## src/rtl/board_clk_rst_gen.sv

```systemverilog
// rtl/board_clk_rst_gen.sv - board clock divider, user reset hold and staggered heartbeat
// Optional feature macro: BOARD_CLKGEN_RERESET_EN (re-hold usr_rst_n_o on every ratio apply)
module board_clk_rst_gen #(
  parameter int CLK_HZ   = 50000000,
  parameter int HB_HZ    = 1,
  parameter int NUM_LED  = 4,
  parameter int DIV_W    = 8,
  parameter int DEF_DIV  = 10,
  parameter int RST_HOLD = 16
) (
  input  logic               clk,
  input  logic               rst_n,
  input  logic [DIV_W-1:0]   div_i,
  input  logic               div_load_i,
  output logic               div_busy_o,
  output logic               usr_clk_o,
  output logic               usr_clk_en_o,
  output logic               usr_rst_n_o,
  output logic [NUM_LED-1:0] hb_o
);

  localparam int HB_PERIOD = CLK_HZ / HB_HZ;
  localparam int HB_STEP   = HB_PERIOD / NUM_LED;
  localparam int HB_HALF   = HB_PERIOD / 2;
  localparam int HB_W      = $clog2(HB_PERIOD);
  localparam int HOLD_W    = $clog2(RST_HOLD + 1);

  logic [DIV_W-1:0]   cnt_q, cnt_d;
  logic [DIV_W-1:0]   d_q, d_d;
  logic [DIV_W-1:0]   pend_q, pend_d;
  logic               busy_q, busy_d;
  logic               usr_clk_q, usr_clk_d;
  logic               usr_en_q, usr_en_d;
  logic [HOLD_W-1:0]  hold_q, hold_d;
  logic               usr_rst_n_q, usr_rst_n_d;
  logic [HB_W-1:0]    hb_cnt_q, hb_cnt_d;
  logic [NUM_LED-1:0] hb_q, hb_d;
  logic [DIV_W-1:0]   div_req;
  logic               wrap;

  // Divider counter, ratio register and pending-ratio handoff; new ratio only lands at a wrap
  always_comb begin
    div_req   = (div_i < DIV_W'(2)) ? DIV_W'(2) : div_i;
    wrap      = (cnt_q == d_q - DIV_W'(1));
    cnt_d     = wrap ? '0 : cnt_q + DIV_W'(1);
    d_d       = d_q;
    pend_d    = pend_q;
    busy_d    = busy_q;
    usr_clk_d = (cnt_q < (d_q >> 1));
    usr_en_d  = (cnt_q == '0);
    if (wrap) begin
      if (div_load_i) begin
        d_d = div_req;
      end else if (busy_q) begin
        d_d = pend_q;
      end
      busy_d = 1'b0;
    end else if (div_load_i) begin
      pend_d = div_req;
      busy_d = 1'b1;
    end
  end

`ifdef BOARD_CLKGEN_RERESET_EN
  logic apply;
  assign apply = wrap && (div_load_i || busy_q);
`endif

  // Reset hold: count usr_clk rises (cnt==0 edges) and release after RST_HOLD full periods
  always_comb begin
    hold_d      = hold_q;
    usr_rst_n_d = usr_rst_n_q;
    if (cnt_q == '0) begin
      if (hold_q == HOLD_W'(RST_HOLD)) begin
        usr_rst_n_d = 1'b1;
      end else begin
        hold_d = hold_q + HOLD_W'(1);
      end
    end
`ifdef BOARD_CLKGEN_RERESET_EN
    if (apply) begin
      hold_d      = '0;
      usr_rst_n_d = 1'b0;
    end
`endif
  end

  // Heartbeat phase counter, free-running and unrelated to the divider
  always_comb begin
    hb_cnt_d = (hb_cnt_q == HB_W'(HB_PERIOD - 1)) ? '0 : hb_cnt_q + HB_W'(1);
  end

  for (genvar g = 0; g < NUM_LED; g++) begin : g_hb
    localparam logic [31:0] OFS = 32'(g * HB_STEP);
    logic [31:0] ph_sum;
    logic [31:0] ph;
    assign ph_sum  = 32'(hb_cnt_q) + OFS;
    assign ph      = (ph_sum >= 32'(HB_PERIOD)) ? ph_sum - 32'(HB_PERIOD) : ph_sum;
    assign hb_d[g] = (ph < 32'(HB_HALF));
  end

  // State register; every output comes straight from a flop
  always_ff @(posedge clk) begin
    if (!rst_n) begin
      cnt_q       <= '0;
      d_q         <= DIV_W'(DEF_DIV);
      pend_q      <= '0;
      busy_q      <= 1'b0;
      usr_clk_q   <= 1'b0;
      usr_en_q    <= 1'b0;
      hold_q      <= '0;
      usr_rst_n_q <= 1'b0;
      hb_cnt_q    <= '0;
      hb_q        <= '0;
    end else begin
      cnt_q       <= cnt_d;
      d_q         <= d_d;
      pend_q      <= pend_d;
      busy_q      <= busy_d;
      usr_clk_q   <= usr_clk_d;
      usr_en_q    <= usr_en_d;
      hold_q      <= hold_d;
      usr_rst_n_q <= usr_rst_n_d;
      hb_cnt_q    <= hb_cnt_d;
      hb_q        <= hb_d;
    end
  end

  assign div_busy_o   = busy_q;
  assign usr_clk_o    = usr_clk_q;
  assign usr_clk_en_o = usr_en_q;
  assign usr_rst_n_o  = usr_rst_n_q;
  assign hb_o         = hb_q;

endmodule
```

## config.mk

```make
export PLATFORM = sky130hd
export DESIGN_NAME = board_clk_rst_gen
export DESIGN_NICKNAME = d
export VERILOG_FILES = /design/src/rtl/board_clk_rst_gen.sv
export SDC_FILE = /design/constraint.sdc
export NUM_CORES = 1
export LEC_CHECK = 0
export BUFFER_PORTS_ARGS = -buffer_cell sky130_fd_sc_hd__buf_2
export CORE_ASPECT_RATIO = 1.5
export CORE_UTILIZATION = 30
export DETAILED_ROUTE_END_ITERATION = 10
export SETUP_SLACK_MARGIN = 0.05
export SLEW_MARGIN = 20
export SYNTH_ARGS = -nofsm -noshare
export SYNTH_HDL_FRONTEND = slang
export SYNTH_SLANG_ARGS = --single-unit
```

## constraint.sdc

```tcl
create_clock -name clk -period 3.45 [get_ports clk]
set_clock_uncertainty 0.15 [all_clocks]
set_input_delay 0.1725 -clock clk [delete_from_list [all_inputs] [get_ports clk]]
set_output_delay 0.1725 -clock clk [all_outputs]
set_load 0.01 [all_outputs]
```

# Yosys cells after proc, flatten, opt, wreduce, memory -nomap -nowiden
# Index checks and enable logic that the tools add are counted.
[op_classes]
bitwise_logic = 3
n_reduce_logical = 8
eq_ne = 3
order_cmp = 10
mux = 7
addsub = 11
[ops]
columns = ["operator", "n"]
rows = [
  ["$lt 32x25->1 const B", 4],
  ["$mux 32", 4],
  ["$sub 27x26->28 const B", 3],
  ["$ge 27x26->1 const B", 3],
  ["$add 26x24->27 const B", 1],
  ["$add 26x25->27 const B", 1],
  ["$add 26x26->27 const B", 1],
  ["$sub 26x26->27 const B", 1],
  ["$add 26x1->26 const B", 1],
  ["$eq 26x26->1 const B", 1],
  ["$ge 26x26->1 const B", 1],
  ["$mux 8", 3],
  ["$add 8x1->8 const B", 1],
  ["$eq 8x8->1", 1],
  ["$logic_not 8->1", 1],
  ["$lt 8x2->1 const B", 1],
  ["$lt 8x7->1", 1],
  ["$reduce_and 2->1", 4],
  ["$sub 8x1->8 const B", 1],
  ["$add 5x1->5 const B", 1],
  ["$eq 5x5->1 const B", 1],
  ["$reduce_or 2->1", 2],
  ["$not 1->1", 3],
  ["$reduce_bool 2->1", 1],
]
[totals]
register_bits = 63
elab_cells = 52
output_inout_bits = 8

# Depth between registers and ports, before layout
# Gate-level depths: netlist of run 1.
[depth]
depth_word = 4
ltp_mapped = 15
depth_no_buf = 13

# Least setup slack after synthesis of run 1
# OpenSTA, ideal clock, no wires.
[synth_path]
kind = "reg2reg"
start = "reg hb_cnt_q[6]"
end = "reg hb_q[3] (netlist: hb_o[3])"
path_slack_ns = -0.046
t_arrival_ns = 3.208
stages_incl_launch_ff = 14
required_ns = 3.162
cell_sequence = "dfxtp_1 buf_2 inv_1 ha_1 a21oi_2 o21ai_1 or4_1 a32o_1 o311a_4 o31ai_4 mux2i_1 nor3_1 o31ai_1 a41oi_1"
[synth_via]
elab_chain_cells = 4
[synth_lines]
columns = ["item", "line", "text"]
rows = [
  ["start, declared", "36", "logic [HB_W-1:0] hb_cnt_q, hb_cnt_d;"],
  ["start signal, assigned", "124", "hb_cnt_q <= hb_cnt_d;"],
  ["$add 26x26->27 (*)", "97", "assign ph_sum = 32'(hb_cnt_q) + OFS;"],
  ["$sub 27x26->28 or $ge 27x26->1 (tied branches)", "98", "assign ph = (ph_sum >= 32'(HB_PERIOD)) ? ph_sum - 32'(HB_PERIOD) : ph_sum;"],
  ["$mux 32 (*)", "98", ""],
  ["$lt 32x25->1 (*)", "99", "assign hb_d[g] = (ph < 32'(HB_HALF));"],
  ["end signal, assigned", "114", "hb_q <= '0;"],
  ["end signal, assigned", "125", "hb_q <= hb_d;"],
  ["end, declared", "37", "logic [NUM_LED-1:0] hb_q, hb_d;"],
]
# Mark *: on every way between the ends. The rest lies on a longest branch, timed or not.
# A chain may end at the register's enable or synchronous reset.

# Worst setup path after layout of run 1
# Ends and elaborated chain as after synthesis.

==> impl_metrics.env, run 1 <==
export IMPL_period_needed_ns=3.39
export IMPL_crit_required_ns=3.51
export IMPL_powerDensity_nw_per_um2=179
export IMPL_dp_hpwl_um=20200
export IMPL_leakagePower_nw=4.04
export IMPL_setup_slack_ns=0.0613
export IMPL_post_route_period_util=0.982
export IMPL_synthToLayoutAreaGrowth_pct=34.6
export IMPL_synth_seq_cells=63
export IMPL_grt_pass1_vias=8372
export IMPL_route_detailed_drc=0
export IMPL_cts_tree="built"
export IMPL_end_kind="flip-flop"
export IMPL_worstSetupPathType="flip-flop to flip-flop"
export IMPL_synth_area_leaders="dfxtp_1, xnor2_1, nor2_1"
export IMPL_design_die_area_um2=25500
export IMPL_cap_violations=0
export IMPL_start_util=0.305
export IMPL_finalMaxSlewViolations=0
export IMPL_drive_gt1_frac=0.297
export IMPL_ys_warn_count=0
export IMPL_antenna_found_initial=0
export IMPL_grt_ovfl_total=0
export IMPL_diodes=0
export IMPL_die_x_um=131
export IMPL_drt_iter0_drc=453
export IMPL_htreeDepth=3
export IMPL_synth_top_area_frac=0.169
export IMPL_arrival_ns=3.45
export IMPL_power_switching_uw=440
export IMPL_synth_cells=1015
export IMPL_outcome="finished clean"
export IMPL_synth_edff_count=0
export IMPL_max_freq_ghz=0.295
export IMPL_rows=70
export IMPL_critical_path_top_delay_family="compound AO/OA/AOI/OAI gates"
export IMPL_worstSkewPairLatency_ns=0.35
export IMPL_clkPwrFrac=0.505
export IMPL_slew_limit_headroom=0.454
export IMPL_cts_buffer_depth=2
export IMPL_gp_congestion=0.936
export IMPL_portBuffers=18
export IMPL_via_per_inst=5.65
export IMPL_yosysTopAreaCell="dfxtp_1"
export IMPL_final_hold_viol_count=0
export IMPL_synth_area_per_cell_um2=7.35
export IMPL_syn_area_um2=7460
export IMPL_worst_slew_pin_slew_ns=0.817
export IMPL_chipHeight_um=195
export IMPL_ir_worst_vdd_mv=0.209
export IMPL_ant_nets=0
export IMPL_cts_root_buffer="clkbuf_16"
export IMPL_fp_coreArea_um2=24400
export IMPL_num_io_pins=19
export IMPL_crit_chain="inv_2, ha_2, nand3b_1, or4_4, a32o_2, buf_6, o311ai_4, a31oi_4, nor3b_2, o21ai_1, o31ai_1, a41oi_1"
export IMPL_grt_max_degree=24
export IMPL_synth_common_cells="nor2_1, nand2_1, a21oi_1, xnor2_1, dfxtp_1"
export IMPL_final_nets=1217
export IMPL_cts_made_buffers=9
export IMPL_critPathLaunchType="flip-flop"
export IMPL_wl_um=26700
export IMPL_internal_power_mw=1.35
export IMPL_synth_most_common_cell="nor2_1"
export IMPL_place_ws_ns=-0.215
export IMPL_ys_seq_area_frac=0.169
export IMPL_max_stage_delay_ns=0.53
export IMPL_ys_flop_type="dfxtp_1"
export IMPL_fin_area_um2=10000
export IMPL_switching_share=0.245
export IMPL_p_seq_frac=0.427
export IMPL_synth_cell_types=105
export IMPL_async_flop_share=0
export IMPL_placement_cell_area_um2=8960
export IMPL_path_buf_inv=2
export IMPL_cts_sinks=63
export IMPL_regArea_um2=1280
export IMPL_setup_viol=0
export IMPL_combPwrFrac=0.068
export IMPL_dr_pass1_iters=5
export IMPL_min_path_type="input port to flip-flop"
export IMPL_syn_num_nets=1053
export IMPL_track_usage=0.209
export IMPL_wl_per_cell_um=17.7
export IMPL_nFillCells=2480
export IMPL_clk_pin_slew_ns=0.06
export IMPL_crit_fanout=4
export IMPL_cpMaxStageDelayCell="or4_4"
export IMPL_grt_pass1_wl_um=41600
export IMPL_grt_setup_unrepaired="true"
export IMPL_multiInputGateArea_um2=6180
export IMPL_routed_via_count=8522
## flip-flops by register name (all words and copies together), names as in the netlist, 4 cells and up
signal	flops
hb_cnt_q	26
cnt_q	8
hold_q	5
d_q	8
hb_o	4
pend_q	8
## what timing repair did
item | in CTS | in global routing
setup buffers | 8 | 19
resized for setup | 34 | 80
hold endpoints to repair | 6 | 0
cloned | 0 | 0
setup endpoints to repair | 3 | 4
pin swaps | 17 | 35
hold buffers | 6 | 0
## worst paths after layout
kind,slack (ns),cells past startpoint,start,to
hold / removal,0.08,4,div_i[0],pend_q[0]
setup reg to reg,0.06,12,hb_cnt_q[6],hb_o[3]
setup / recovery,0.06,12,hb_cnt_q[6],hb_o[3]
hold reg to reg,0.29,1,hb_cnt_q[0],hb_cnt_q[0]
## cells by family (layout without fill, tap and decap cells)
kind of cell	Yosys count	in the layout	share of synthesized area
and+or+nand+nor	408	408	0.299
buffers and inverters	110	278	0.0659
muxes	17	17	0.0230
AOI/OAI and AO/OA	298	298	0.289
adders and majority gates	27	27	0.0453
xor gates and xnor gates	92	92	0.109
DFF	63	63	0.169
## layout by cell type, fill, tap and decap left out, types with 18 or more instances in the layout
| master | instances |
|---|---|
| a21oi_1 | 63 |
| buf_2 | 18 |
| buf_4 | 179 |
| dfxtp_1 | 51 |
| ha_1 | 20 |
| inv_1 | 35 |
| nand2_1 | 76 |
| nand3_1 | 44 |
| nand4_1 | 20 |
| nor2_1 | 99 |
| nor3_1 | 22 |
| o21ai_0 | 40 |
| xnor2_1 | 61 |
| xor2_1 | 27 |
## stage by stage
| step | power, mW | util | hold WS (ns) | setup TNS, ns | cells |
|---|---|---|---|---|---|
| 2_1_floorplan | 0.859 | - | 0.144 | 0 | 1015 |
| 3_3_place_gp | 0.899 | 0.367 | 0.280 | -0.186 | 1459 |
| 3_5_place_dp | 0.902 | 0.367 | 0.289 | -0.283 | 1459 |
| 4_1_cts | 1.81 | 0.389 | 0.0754 | 0 | 1488 |
| 5_1_grt | 1.86 | 0.411 | 0.0957 | -0.0785 | 1507 |
| 6_report | 1.79 | 0.411 | 0.0807 | 0 | 1507 |
## worst reg2reg max path: cells and delay by family (launching register included)
family / cells / cell delay (ns)
simple gates: 3 / 0.98
flops: 1 / 0.38
buf+inv: 2 / 0.20
compound gates: 6 / 1.37
fa+ha+maj: 1 / 0.19
## final cells by class
class,instances,area share
clock inverter,5,0.00499
clock buffer,10,0.0228
multi-input combinational,842,0.616
sequential,63,0.128
tap,324,0.0404
inverter,42,0.0157
timing repair buffer,221,0.173
## power groups by stage
stage               sequential [mW]  clock (mW)  combinational, mW
finish                        0.766       0.906              0.122
floorplan                     0.782           0             0.0772
CTS                           0.767       0.923              0.124
global placement              0.783           0              0.116
global route                  0.770       0.950              0.141
detailed placement            0.784           0              0.118
## per-layer routing
metal / wire, um / vias up / GRT usage
met4: 2000 / 0 / 0.163
met3: 985 / 121 / 0.0241
met5: 0 / - / 0
li1: - / 4089 / -
met2: 13700 / 264 / 0.377
met1: 10000 / 4048 / 0.215
No activity file was read; power rests on OpenSTA's default activity.
==> run 2: changes to the inputs <==
CORE_UTILIZATION = 59   (was 30)
PLACE_DENSITY = 0.79   (was not set)
SKIP_LAST_GASP = 1   (was not set)
==> impl_metrics.env, run 2 (same netlist as run 1, synthesis figures left out) <==
export IMPL_outcome="finished clean"
export IMPL_top_register="hb_cnt_q"
export IMPL_critPathLaunchType="flip-flop"
export IMPL_grt_pass1_wl_um=39800
export IMPL_worst_slew_pin_slew_ns=0.890
export IMPL_cts_sinks=63
export IMPL_routed_via_count=8822
export IMPL_min_path_cells=3
export IMPL_setup_viol=0
export IMPL_fin_area_um2=9510
export IMPL_grt_pass1_vias=8103
export IMPL_place_ws_ns=-0.109
export IMPL_holdWs_ns=0.0497
export IMPL_internal_power_mw=1.44
export IMPL_drive_gt1_frac=0.274
export IMPL_arrival_ns=3.43
export IMPL_cts_buffer_depth=2
export IMPL_wl_per_cell_um=20.1
export IMPL_worstSkewPairLatency_ns=0.35
export IMPL_crit_fanout=6
export IMPL_grt_max_degree=26
export IMPL_diodes=0
export IMPL_clkPwrFrac=0.537
export IMPL_gp_congestion=1.02
export IMPL_final_common_cell="buf_4"
export IMPL_ant_nets=0
export IMPL_switching_share=0.247
export IMPL_start_util=0.615
export IMPL_track_usage=0.381
export IMPL_crit_required_ns=3.48
export IMPL_end_kind="flip-flop"
export IMPL_route_detailed_drc=0
export IMPL_largest_register_ff_count=26
export IMPL_rr_startpoint="hb_cnt_q[11]"
export IMPL_via_per_inst=6.82
export IMPL_post_route_period_util=0.985
export IMPL_whs_endpoint="pend_q[2]"
export IMPL_nFillCells=858
export IMPL_die_x_um=93.8
export IMPL_dr_pass1_iters=10
export IMPL_power_switching_uw=473
export IMPL_worstSetupPathType="flip-flop to flip-flop"
export IMPL_combPwrFrac=0.064
export IMPL_utilization=0.784
export IMPL_drt_iter0_drc=1174
export IMPL_leakagePower_nw=3.88
export IMPL_fp_coreArea_um2=12100
export IMPL_wl_um=26000
export IMPL_htreeDepth=3
export IMPL_chipHeight_um=140
export IMPL_reg2reg_slack_ns=0.05
export IMPL_portBuffers=18
export IMPL_cts_made_buffers=9
export IMPL_grt_setup_unrepaired="true"
export IMPL_min_path_type="input port to flip-flop"
export IMPL_clk_pin_slew_ns=0.06
export IMPL_antenna_found_initial=0
export IMPL_slew_limit_headroom=0.406
export IMPL_setup_slack_ns=0.0520
export IMPL_cts_root_buffer="clkbuf_16"
export IMPL_fin_cells=1293
export IMPL_grt_ovfl_total=0
export IMPL_design_die_area_um2=13100
export IMPL_period_needed_ns=3.40
export IMPL_multiInputGateArea_um2=6220
export IMPL_synthToLayoutAreaGrowth_pct=27.5
export IMPL_cap_violations=0
export IMPL_dp_cells=1250
export IMPL_ir_worst_vdd_mv=0.231
export IMPL_dp_hpwl_um=18600
export IMPL_final_cell_mix="buf_4, nor2_1, nand2_1"
export IMPL_reg2reg_to="hb_o[2]"
export IMPL_cts_tree="built"
export IMPL_regArea_um2=1280
export IMPL_placement_cell_area_um2=8430
export IMPL_powerDensity_nw_per_um2=202
export IMPL_r2r_cells=11
export IMPL_num_io_pins=19
export IMPL_final_hold_viol_count=0
export IMPL_worstHoldStart="div_i[2]"
export IMPL_finalMaxSlewViolations=0
export IMPL_p_seq_frac=0.399
export IMPL_max_freq_ghz=0.294
export IMPL_final_nets=1173
export IMPL_rows=49
## run 2: cell count changes in the layout (fill, tap and decap cells not counted), moves of 2 or more
cell / change
dfxtp_1: +3
buf_12: -2
clkinv_4: +2
dfxtp_2: -4
buf_6: -10
nor4_2: -2
o31ai_1: -2
nor3b_2: -3
o21ai_1: -2
clkinv_2: -4
o31ai_2: +2
nor3b_1: +2
buf_4: -32
## run 2: worst max-delay path, stage by stage (launching register included)
cell	delay, ns
dfxtp_4	0.38
or4_4	0.59
buf_4	0.16
nor3_1	0.24
nor2_2	0.09
nand3_1	0.27
o21ai_0	0.17
o21ai_0	0.30
a21oi_1	0.10
a211o_1	0.32
a2111oi_4	0.35
a2111oi_2	0.12
## run 2: cell type report
class / count / share of cell area
inverters: 42 / 0.0168
clock buffers: 9 / 0.0237
repair buffers: 177 / 0.140
well taps: 153 / 0.0201
flip-flops and latches: 63 / 0.135
multi-input cells: 842 / 0.654
clock inverters: 7 / 0.0110
## run 2: power groups by stage
stage               Sequential [mW]  Clock, mW  Combinational (mW)
floorplan                     0.782          0              0.0772
global placement              0.783          0               0.113
detailed placement            0.784          0               0.116
CTS                           0.767       1.03               0.123
global route                  0.768       1.06               0.138
finish                        0.765       1.03               0.123
## run 2: per-stage QoR
stage	total power [mW]	setup TNS [ns]
floorplan	0.859	0
global route	1.97	-0.171
detailed placement	0.900	-0.232
CTS	1.93	0
finish	1.92	0
global placement	0.896	-0.213
## run 2: how the worst max path moves through the flow
stage                 start  endpoint  slack, ns  cells after the start
2_1_floorplan   hb_cnt_q[5]   hb_o[3]       0.08                     15
3_3_place_gp    hb_cnt_q[6]   hb_o[3]      -0.17                     12
3_5_place_dp    hb_cnt_q[6]   hb_o[3]      -0.11                     12
4_1_cts         hb_cnt_q[7]   hb_o[3]       0.03                     11
5_1_grt         hb_cnt_q[7]   hb_o[1]      -0.09                     13
6_report       hb_cnt_q[11]   hb_o[2]       0.05                     11
## run 2: layer usage
metal  wire, um  GRT usage  part of all wire
met2      12600      0.648              0.49
met4       1960      0.262             0.075
met3       1980     0.0694             0.076
met1       9420      0.421              0.36
met5          0          0                 0
## run 2: repair_timing
item	in CTS	in global routing
cloned	0	0
pin swaps	6	41
hold endpoints to repair	5	0
gates resized for setup	24	86
setup buffers	3	20
hold buffers	5	0
endpoints found under the setup margin	3	4
